## src/rtl/pic_rom_scheduler.sv

```systemverilog
// pic_rom_scheduler: resolves the active picture region per pixel, issues one
// read to the shared synchronous picture ROM and returns a registered RRRGGGBB
// colour with its region flags, three clocks after the pixel strobe. Also runs
// the RING blink sequencer used while the alarm is ringing.
module pic_rom_scheduler #(
    parameter int BLINK_FRAMES = 30,
    parameter int H_LAST       = 799,
    parameter int V_LAST       = 524
) (
    input  logic        clk,
    input  logic        reset,
    input  logic        p_tick,
    input  logic        video_on,
    input  logic [9:0]  pixel_x,
    input  logic [9:0]  pixel_y,
    input  logic        ring_active,
    output logic        rom_en,
    output logic [14:0] rom_addr,
    input  logic [7:0]  rom_data,
    output logic [7:0]  pic_RGB,
    output logic        pic_on,
    output logic        pic_ring_on,
    output logic        pic_ringball_on
);
    // Region table, index order is also the priority order (0 wins).
    // 0 HORA, 1 FECHA, 2 TIMER, 3 RING, 4 RINGBALL, 5 LOGO.
    localparam int NREG = 6;
    localparam logic [2:0] TAG_NONE = 3'd7;
    localparam logic [2:0] TAG_RING = 3'd3;
    localparam logic [2:0] TAG_BALL = 3'd4;
    localparam logic [9:0]  REG_XL   [NREG] = '{10'd256, 10'd128, 10'd416, 10'd512, 10'd544, 10'd0};
    localparam logic [9:0]  REG_YT   [NREG] = '{10'd0,   10'd416, 10'd416, 10'd128, 10'd64,  10'd0};
    localparam logic [9:0]  REG_W    [NREG] = '{10'd128, 10'd80,  10'd80,  10'd128, 10'd48,  10'd128};
    localparam logic [9:0]  REG_H    [NREG] = '{10'd64,  10'd32,  10'd32,  10'd64,  10'd48,  10'd16};
    localparam logic [14:0] REG_BASE [NREG] = '{15'd0, 15'd8192, 15'd10752, 15'd13312, 15'd21504, 15'd23808};
    localparam int CNT_W = $clog2(BLINK_FRAMES) + 1;

    typedef enum logic [1:0] {
        BLINK_OFF    = 2'd0,
        BLINK_ON_PH  = 2'd1,
        BLINK_OFF_PH = 2'd2
    } blink_state_t;

    blink_state_t     blink_state_q, blink_state_d;
    logic [CNT_W-1:0] frame_cnt_q, frame_cnt_d;
    logic             ring_en;
    logic             end_of_frame;

    logic [NREG-1:0]  reg_hit;
    logic [14:0]      reg_addr [NREG];
    logic [2:0]       sel_tag;
    logic [14:0]      sel_addr;

    // Pipeline registers: stage 0 (address issue), stage 1 (ROM access), stage 2 (output).
    logic        rom_en_q;
    logic [14:0] rom_addr_q;
    logic [2:0]  tag0_q, tag1_q;
    logic        vid0_q;
    logic        v0_q, v1_q;
    logic [7:0]  pic_rgb_q;
    logic        pic_on_q, pic_ring_on_q, pic_ringball_on_q;

    assign ring_en      = ring_active && (blink_state_q == BLINK_ON_PH);
    assign end_of_frame = p_tick && (pixel_x == 10'(H_LAST)) && (pixel_y == 10'(V_LAST));

    // Per-region hit test and row-major address; widths of 80 and 48 use shift-adds.
    generate
        for (genvar gi = 0; gi < NREG; gi++) begin : g_region
            localparam logic [9:0] W_GI = REG_W[gi];
            logic [9:0]  dx, dy;
            logic [14:0] dy_ext, row_off;
            logic        in_box, en;

            assign dx     = pixel_x - REG_XL[gi];
            assign dy     = pixel_y - REG_YT[gi];
            assign dy_ext = {5'd0, dy};
            assign in_box = (pixel_x >= REG_XL[gi]) && (pixel_x < REG_XL[gi] + REG_W[gi]) &&
                            (pixel_y >= REG_YT[gi]) && (pixel_y < REG_YT[gi] + REG_H[gi]);

            if (W_GI == 10'd128) begin : g_w128
                assign row_off = dy_ext << 7;
            end else if (W_GI == 10'd80) begin : g_w80
                assign row_off = (dy_ext << 6) + (dy_ext << 4);
            end else begin : g_w48
                assign row_off = (dy_ext << 5) + (dy_ext << 4);
            end

            if (gi == 3) begin : g_en_ring
                assign en = ring_en;
            end else if (gi == 4) begin : g_en_ball
                assign en = ring_active;
            end else begin : g_en_plain
                assign en = 1'b1;
            end

            assign reg_hit[gi]  = in_box && en && video_on;
            assign reg_addr[gi] = REG_BASE[gi] + row_off + {5'd0, dx};
        end
    endgenerate

    // Priority select: scan from lowest to highest priority so the highest hit wins.
    always_comb begin
        sel_tag  = TAG_NONE;
        sel_addr = '0;
        for (int i = NREG - 1; i >= 0; i--) begin
            if (reg_hit[i]) begin
                sel_tag  = 3'(i);
                sel_addr = reg_addr[i];
            end
        end
    end

    // Blink sequencer state register.
    always_ff @(posedge clk) begin
        if (reset) begin
            blink_state_q <= BLINK_OFF;
            frame_cnt_q   <= '0;
        end else begin
            blink_state_q <= blink_state_d;
            frame_cnt_q   <= frame_cnt_d;
        end
    end

    // Blink next state: dropping the alarm always wins over an end of frame.
    always_comb begin
        blink_state_d = blink_state_q;
        frame_cnt_d   = frame_cnt_q;
        if (!ring_active) begin
            blink_state_d = BLINK_OFF;
            frame_cnt_d   = '0;
        end else begin
            case (blink_state_q)
                BLINK_OFF: begin
                    blink_state_d = BLINK_ON_PH;
                    frame_cnt_d   = '0;
                end
                BLINK_ON_PH, BLINK_OFF_PH: begin
                    if (end_of_frame) begin
                        if (frame_cnt_q == CNT_W'(BLINK_FRAMES - 1)) begin
                            frame_cnt_d   = '0;
                            blink_state_d = (blink_state_q == BLINK_ON_PH) ? BLINK_OFF_PH : BLINK_ON_PH;
                        end else begin
                            frame_cnt_d = frame_cnt_q + 1'b1;
                        end
                    end
                end
                default: begin
                    blink_state_d = BLINK_OFF;
                    frame_cnt_d   = '0;
                end
            endcase
        end
    end

    // Three-stage pixel pipeline; reset drops every pixel in flight.
    always_ff @(posedge clk) begin
        if (reset) begin
            rom_en_q          <= 1'b0;
            rom_addr_q        <= '0;
            tag0_q            <= TAG_NONE;
            tag1_q            <= TAG_NONE;
            vid0_q            <= 1'b0;
            v0_q              <= 1'b0;
            v1_q              <= 1'b0;
            pic_rgb_q         <= 8'h00;
            pic_on_q          <= 1'b0;
            pic_ring_on_q     <= 1'b0;
            pic_ringball_on_q <= 1'b0;
        end else begin
            rom_en_q <= p_tick && (sel_tag != TAG_NONE);
            v0_q     <= p_tick;
            v1_q     <= v0_q;
            if (p_tick) begin
                rom_addr_q <= sel_addr;
                tag0_q     <= sel_tag;
                vid0_q     <= video_on;
            end
            if (v0_q) begin
                tag1_q <= vid0_q ? tag0_q : TAG_NONE;
            end
            if (v1_q) begin
                pic_rgb_q         <= (tag1_q != TAG_NONE) ? rom_data : 8'h00;
                pic_on_q          <= tag1_q inside {3'd0, 3'd1, 3'd2, 3'd5};
                pic_ring_on_q     <= (tag1_q == TAG_RING);
                pic_ringball_on_q <= (tag1_q == TAG_BALL);
            end
        end
    end

    assign rom_en          = rom_en_q;
    assign rom_addr        = rom_addr_q;
    assign pic_RGB         = pic_rgb_q;
    assign pic_on          = pic_on_q;
    assign pic_ring_on     = pic_ring_on_q;
    assign pic_ringball_on = pic_ringball_on_q;

endmodule

```

## config.mk

```make
export PLATFORM = sky130hd
export DESIGN_NAME = pic_rom_scheduler
export DESIGN_NICKNAME = d
export VERILOG_FILES = /design/src/rtl/pic_rom_scheduler.sv
export SDC_FILE = /design/constraint.sdc
export NUM_CORES = 1
export LEC_CHECK = 0
export ABC_AREA = 1
export CELL_PAD_IN_SITES_DETAIL_PLACEMENT = 0
export CELL_PAD_IN_SITES_GLOBAL_PLACEMENT = 1
export CORE_MARGIN = 4
export CORE_UTILIZATION = 38
export CTS_CLUSTER_DIAMETER = 50
export DETAILED_ROUTE_END_ITERATION = 10
export GPL_TIMING_DRIVEN = 0
export HOLD_SLACK_MARGIN = 0.12
export PLACE_DENSITY_LB_ADDON = 0.1
export SLEW_MARGIN = 20
export SYNTH_ARGS = -nofsm -noshare
export SYNTH_HDL_FRONTEND = slang
export SYNTH_SLANG_ARGS = --single-unit
```

## constraint.sdc

```tcl
create_clock -name clk -period 3.7 [get_ports clk]
set_input_delay 1.11 -clock clk [delete_from_list [all_inputs] [get_ports clk]]
set_output_delay 1.11 -clock clk [all_outputs]
set_load 0.1 [all_outputs]
```

=== After elaboration in Yosys (flattened, before gate mapping) ===
Index checks and enable logic that the tools add are counted.

* Bits in registers: 44
* Bits of input ports: 33
* Output and inout port bits: 27
* Logic and storage cells: 128

* $add $sub $neg: 22
* Order comparisons: 21
* Equal/unequal tests: 14
* Multiplexer cells: 19
* Bitwise operators: 2
* Reduce and logical (&&, ||, !) cells: 37

{| class="wikitable"
|+ Operators by type and width
! kind !! number
|-
| $add A15 B10 Y15 || 6
|-
| $mux W15 || 6
|-
| $add A14 B15 Y15 const A || 3
|-
| $add A15 B14 Y15 || 2
|-
| $add A15 B15 Y15 const A || 2
|-
| $ge A10 B9 Y1 const B || 3
|-
| $logic_and A1 B1 Y1 || 30
|-
| $lt A10 B8 Y1 const B || 3
|-
| $lt A10 B9 Y1 const B || 3
|-
| $sub A10 B9 Y10 const B || 3
|-
| $eq A10 B10 Y1 const B || 2
|-
| $ge A10 B1 Y1 const B || 2
|-
| $ge A10 B10 Y1 const B || 2
|-
| $ge A10 B8 Y1 const B || 2
|-
| $lt A10 B10 Y1 const B || 2
|-
| $lt A10 B7 Y1 const B || 2
|-
| $sub A10 B10 Y10 const B || 2
|-
| $mux W3 || 5
|-
| $ge A10 B7 Y1 const B || 1
|-
| $lt A10 B5 Y1 const B || 1
|-
| $mux W2 || 5
|-
| $sub A10 B7 Y10 const B || 1
|-
| $sub A10 B8 Y10 const B || 1
|-
| $mux W8 || 1
|-
| other kinds (19) || 25
|}

=== Logic depth before layout (Yosys ltp) ===
* Depth in word-level cells: 13
* Mapped depth: 23
* Mapped depth without buffers: 23

=== Worst setup path after synthesis ===
Ideal clock, no wire load.

* Kind: input port to flip-flop
* From: input pixel_y[5]
* To: register rom_addr_q[13], in the netlist rom_addr[13]
* Library setup time: 0.070 ns
* Arrival time: 3.582 ns
* Data required time: 3.630 ns
* Slack: 0.048 ns
* Stages on the path: 19
* Path buffers: 0
* Cell sequence: inv_1 > ha_1 > inv_1 > ha_1 > inv_1 > xor2_1 > inv_1 > ha_1 > a21oi_1 > o21bai_1 > a21oi_1 > inv_1 > nand2_1 > nand3_1 > nand3_1 > nand2_1 > nand2_1 > nand2_1 > a21oi_1

* Longest elaborated chain between the ends: 10
* Elaborated cells between the ends (all ways): 51
* Those cells by class: 16 x add/sub; 9 x order compare; 6 x mux; 20 x reduce/logical

{| class="wikitable"
|+ RTL lines
! what !! RTL line !! text
|-
| start: declaration || 15 || <nowiki>input logic [9:0] pixel_y,</nowiki>
|-
| parallel branches: the longest is 9 deep, another holds $add A15 B14 Y15 || n/a ||
|-
| $mux W15 * || 106 || <nowiki>if (reg_hit[i]) begin</nowiki>
|-
| end signal: assignment || 174 || <nowiki>rom_addr_q <= sel_addr;</nowiki>
|-
| end: declaration || 56 || <nowiki>logic [14:0] rom_addr_q;</nowiki>
|}

Every way passes the cells marked *.
A chain may end at the register's enable or synchronous reset.

=== Worst setup path after layout ===
* From: input pixel_x[9]
* To: register rom_addr_q[10], in the netlist rom_addr[10]

* Longest elaborated chain between the ends: 11
* Elaborated cells between the ends (all ways): 55
* Those cells by class: 11 x add/sub; 12 x order compare; 6 x mux; 26 x reduce/logical

{| class="wikitable"
|+ RTL lines
! what !! RTL line !! text
|-
| start: declaration || 14 || <nowiki>input logic [9:0] pixel_x,</nowiki>
|-
| parallel branches: the longest is 10 deep, another holds $add A15 B10 Y15 || n/a ||
|-
| $mux W15 * || 106 ||
|}

Marks and branches as above.

==> metrics.txt <==
number of routed nets with antenna violations 0; hold_buf cts 0; syn_area_per_cell 6.74 um2; min cycle time layout 3630 ps; post-route insts no fill 1,117; Die ar. 16,900 um2; Crit Path Max Fanout 11; sequential power share 22.0%; GP Congestion slightly above 0.9; mapped cell area 5660 um2; layout cells sized above 1 between 10% and 20%; Final Hold Vio Count 0; Worst R2R End rom_addr[14]; initial antenna violation count 0; Worst Slack Setup Final ~72 ps; CP arrival 3810 ps; Final period util 98.0%; Peak Freq around 280 MHz; outcome finished, final reports clean; setup_tns 0 ps; GRT overflow 0; # fillers 1,471; flops & latches, synth 44; vias per cell roughly 5.2; Row Count 44; worst-margin pin slew 971 ps; placed cell count between 1,000 and 1,500; clock tree sinks 44; nets 1,066; syn nets 974; DR DRC count 0; pins over their slew limit 0; Post-Synthesis Cells 840; Yosys warnings 0; LEAKAGE about 3.4 nW; crit end category flop; Worst Hold Class flop to flop; commonest non-fill, non-tap cell in the layout nand2_1; sequential share of the synthesized area 15.6%; gr usage total between 20% and 30%; Setup CP Type input port to flop; CTS Root Cell clkbuf_16; die height 130 um; CP max-delay cell fa_2; initial DRC count between 300 and 400; Combinational Power Share 55.3%; most frequent cells in the layout 178 x nand2_1, 94 x inv_1, 69 x ha_1; clock skew around 6.6 ps; normalized max-slew margin 35.1%; width of the die approximately 130 um; CP startpoint pixel_x[9]; TritonCTS clock tree done; clk_lat worst skew 290 ps; Area growth syn-to-layout 30.0%; met2 Track Usage GR about two fifths; CP Capture Point rom_addr[10]; met1 usage between 20% and 30%; global-route wire length before repair approximately 29,000 um; Sw Share 42.1%; clk buf depth 2; first-pass iteration count of the detailed router 5; gr busiest metal met2; Routed wire per std cell between 15 and 20 um; type of origin of the critical path input port; dpl ws -1610 ps; final core utilization 50.5%; peak supply drop 0.166 mV; # diodes 0; Pint about 1.3 mW; Crit path largest cell delay between 500 and 600 ps; Yosys cell types 44; detailed placer's ending HPWL 14,900 um; critical path required time 3880 ps; Cell Pwr Density 309 nW/um2; maxcap violations 0; H-tree lvl count 2; Buffers on Ports 57; Initial Util 38.8%; GRT met3 Usage 1.68%; switching pwr around 960 uW; reg2reg setup slack 1540 ps; number of buffers created by CTS 5; most used cell along the critical path nand2_1; Reg2Reg Launch Point blink_state_q[1]; Routed WL 18,600 um; r2r worst-path depth 15; io pins 60; core area 14,600 um2; Vias 5,767; vias in the first global route 5,527; final setup fails 0; largest net degree at the start of global routing 16; Tot Pwr approximately 2.3 mW; clock power share 22.7%; Clk pin slew, worst setup/hold paths 70 ps; critical-path cell list buf_2 > clkinvlp_4 > nand2_1 > o21ai_4 > fa_2 > ha_4 > nand2_1 > inv_1 > a21oi_2 > xor2_1 > o22ai_1 > nand2_1 > nand3_1 > a21oi_2 > nor2_1
## how the worst min path moves through the flow
stage | slack [ps] | endpoint | depth (start not counted) | start
2_1_floorplan | 440 | frame_cnt_q[5] | 2 | frame_cnt_q[5]
3_3_place_gp | 450 | frame_cnt_q[5] | 2 | frame_cnt_q[5]
3_5_place_dp | 460 | rom_addr[6] | 2 | rom_addr[6]
4_1_cts | 470 | rom_addr[6] | 2 | rom_addr[6]
5_1_grt | 480 | frame_cnt_q[5] | 2 | frame_cnt_q[5]
6_report | 460 | frame_cnt_q[5] | 2 | frame_cnt_q[5]
## synthesized netlist by cell type
| cell | count | area [um2] |
|---|---|---|
| nand2_1 | 191 | 717 |
| inv_1 | 104 | 390 |
| ha_1 | 89 | 1110 |
| a21oi_1 | 75 | 375 |
| nor2_1 | 71 | 267 |
| nand3_1 | 60 | 300 |
| dfxtp_1 | 44 | 881 |
| o21ai_0 | 36 | 180 |
| xor2_1 | 27 | 236 |
| nand4_1 | 16 | 100 |
| fa_1 | 12 | 240 |
| xnor2_1 | 11 | 96.3 |
| o21ai_1 | 10 | 50.1 |
| inv_2 | 9 | 33.8 |
| clkbuf_1 | 7 | 26.3 |
| nor3_1 | 7 | 35.0 |
| nand2_4 | 6 | 67.6 |
| a21oi_2 | 5 | 43.8 |
| nor2_2 | 5 | 31.3 |
| o21bai_1 | 5 | 37.5 |
| a31oi_1 | 4 | 25.0 |
| nand2_2 | 4 | 25.0 |
| nand3b_1 | 4 | 30.0 |
| nor2_8 | 4 | 80.1 |
| or2_2 | 4 | 25.0 |
| buf_1 | 3 | 11.3 |
| inv_4 | 3 | 18.8 |
| o22ai_1 | 3 | 18.8 |
| a211oi_1 | 2 | 15.0 |
| buf_6 | 2 | 22.5 |
| nand3_2 | 2 | 20.0 |
| nand3_4 | 2 | 35.0 |
| o41ai_1 | 2 | 17.5 |
| a21boi_0 | 1 | 7.51 |
| a21o_1 | 1 | 7.51 |
| buf_2 | 1 | 5.00 |
| clkinv_1 | 1 | 3.75 |
| nand4_4 | 1 | 21.3 |
| nor2_4 | 1 | 11.3 |
| nor3_2 | 1 | 10.0 |
| nor3b_1 | 1 | 7.51 |
| o21a_1 | 1 | 7.51 |
| o2bb2ai_1 | 1 | 8.76 |
| o31ai_1 | 1 | 7.51 |
## what timing repair did
item	in CTS	in global routing
buffers inserted	12	16
setup endpoints to repair	16	6
gates resized for setup	127	58
pin swaps	15	35
## per-stage QoR
step | cell area (um2) | hold WS, ps
2_1_floorplan | 5660 | 438
3_3_place_gp | 6460 | 448
3_5_place_dp | 6460 | 458
4_1_cts | 7020 | 468
5_1_grt | 7360 | 485
6_report | 7360 | 464
## state kept, by name, indices dropped and copies added, names as in the netlist
name / count
blink_state_q: 2
frame_cnt_q: 6
pic_RGB: 8
pic_on: 1
pic_ring_on: 1
pic_ringball_on: 1
rom_addr: 15
rom_en: 1
tag0_q: 3
tag1_q: 3
v0_q: 1
v1_q: 1
vid0_q: 1
## worst max-delay path: cells and delay by family
kind	cells	cell delay, ps
AO/OA/AOI/OAI	4	580
buffers and inverters	3	630
AND/OR/NAND/NOR	5	480
adder cells (fa/ha/maj)	2	780
XOR/XNOR	1	220
## final cells by class
class	count	area, um2	share of cell area, %
sequential	44	881	12.0
clock buffer	5	125	1.70
buffer	13	65.1	0.883
tap	184	230	3.13
multi-input combinational	666	4760	64.6
timing repair buffer	85	778	10.6
inverter	117	478	6.49
clock inverter	3	46.3	0.629
## cell families (layout without fill, tap and decap cells)
kind of cell | Yosys count | after routing | synth area share [%]
adders and majority gates | 101 | 101 | 23.9
xor gates and xnor gates | 38 | 38 | 5.88
DFF | 44 | 44 | 15.6
and+or+nand+nor | 380 | 380 | 31.5
buffers and inverters | 130 | 223 | 9.03
AOI/OAI and AO/OA | 147 | 147 | 14.2
## metal layers
metal | wire [um] | vias up
met5 | 0 | -
met4 | 364 | 0
met3 | 867 | 21
met2 | 9070 | 138
met1 | 8300 | 2682
li1 | - | 2926
## power groups by stage
| stage | Combinational [mW] | Clock (mW) | Sequential (mW) |
|---|---|---|---|
| after floorplan | 0.665 | 0 | 0.580 |
| final | 1.26 | 0.516 | 0.500 |
| after detailed placement | 1.01 | 0 | 0.511 |
| after global routing | 1.38 | 0.546 | 0.502 |
| after CTS | 1.14 | 0.528 | 0.500 |
| after global placement | 1.00 | 0 | 0.510 |
No activity file was read; power rests on OpenSTA's default activity.
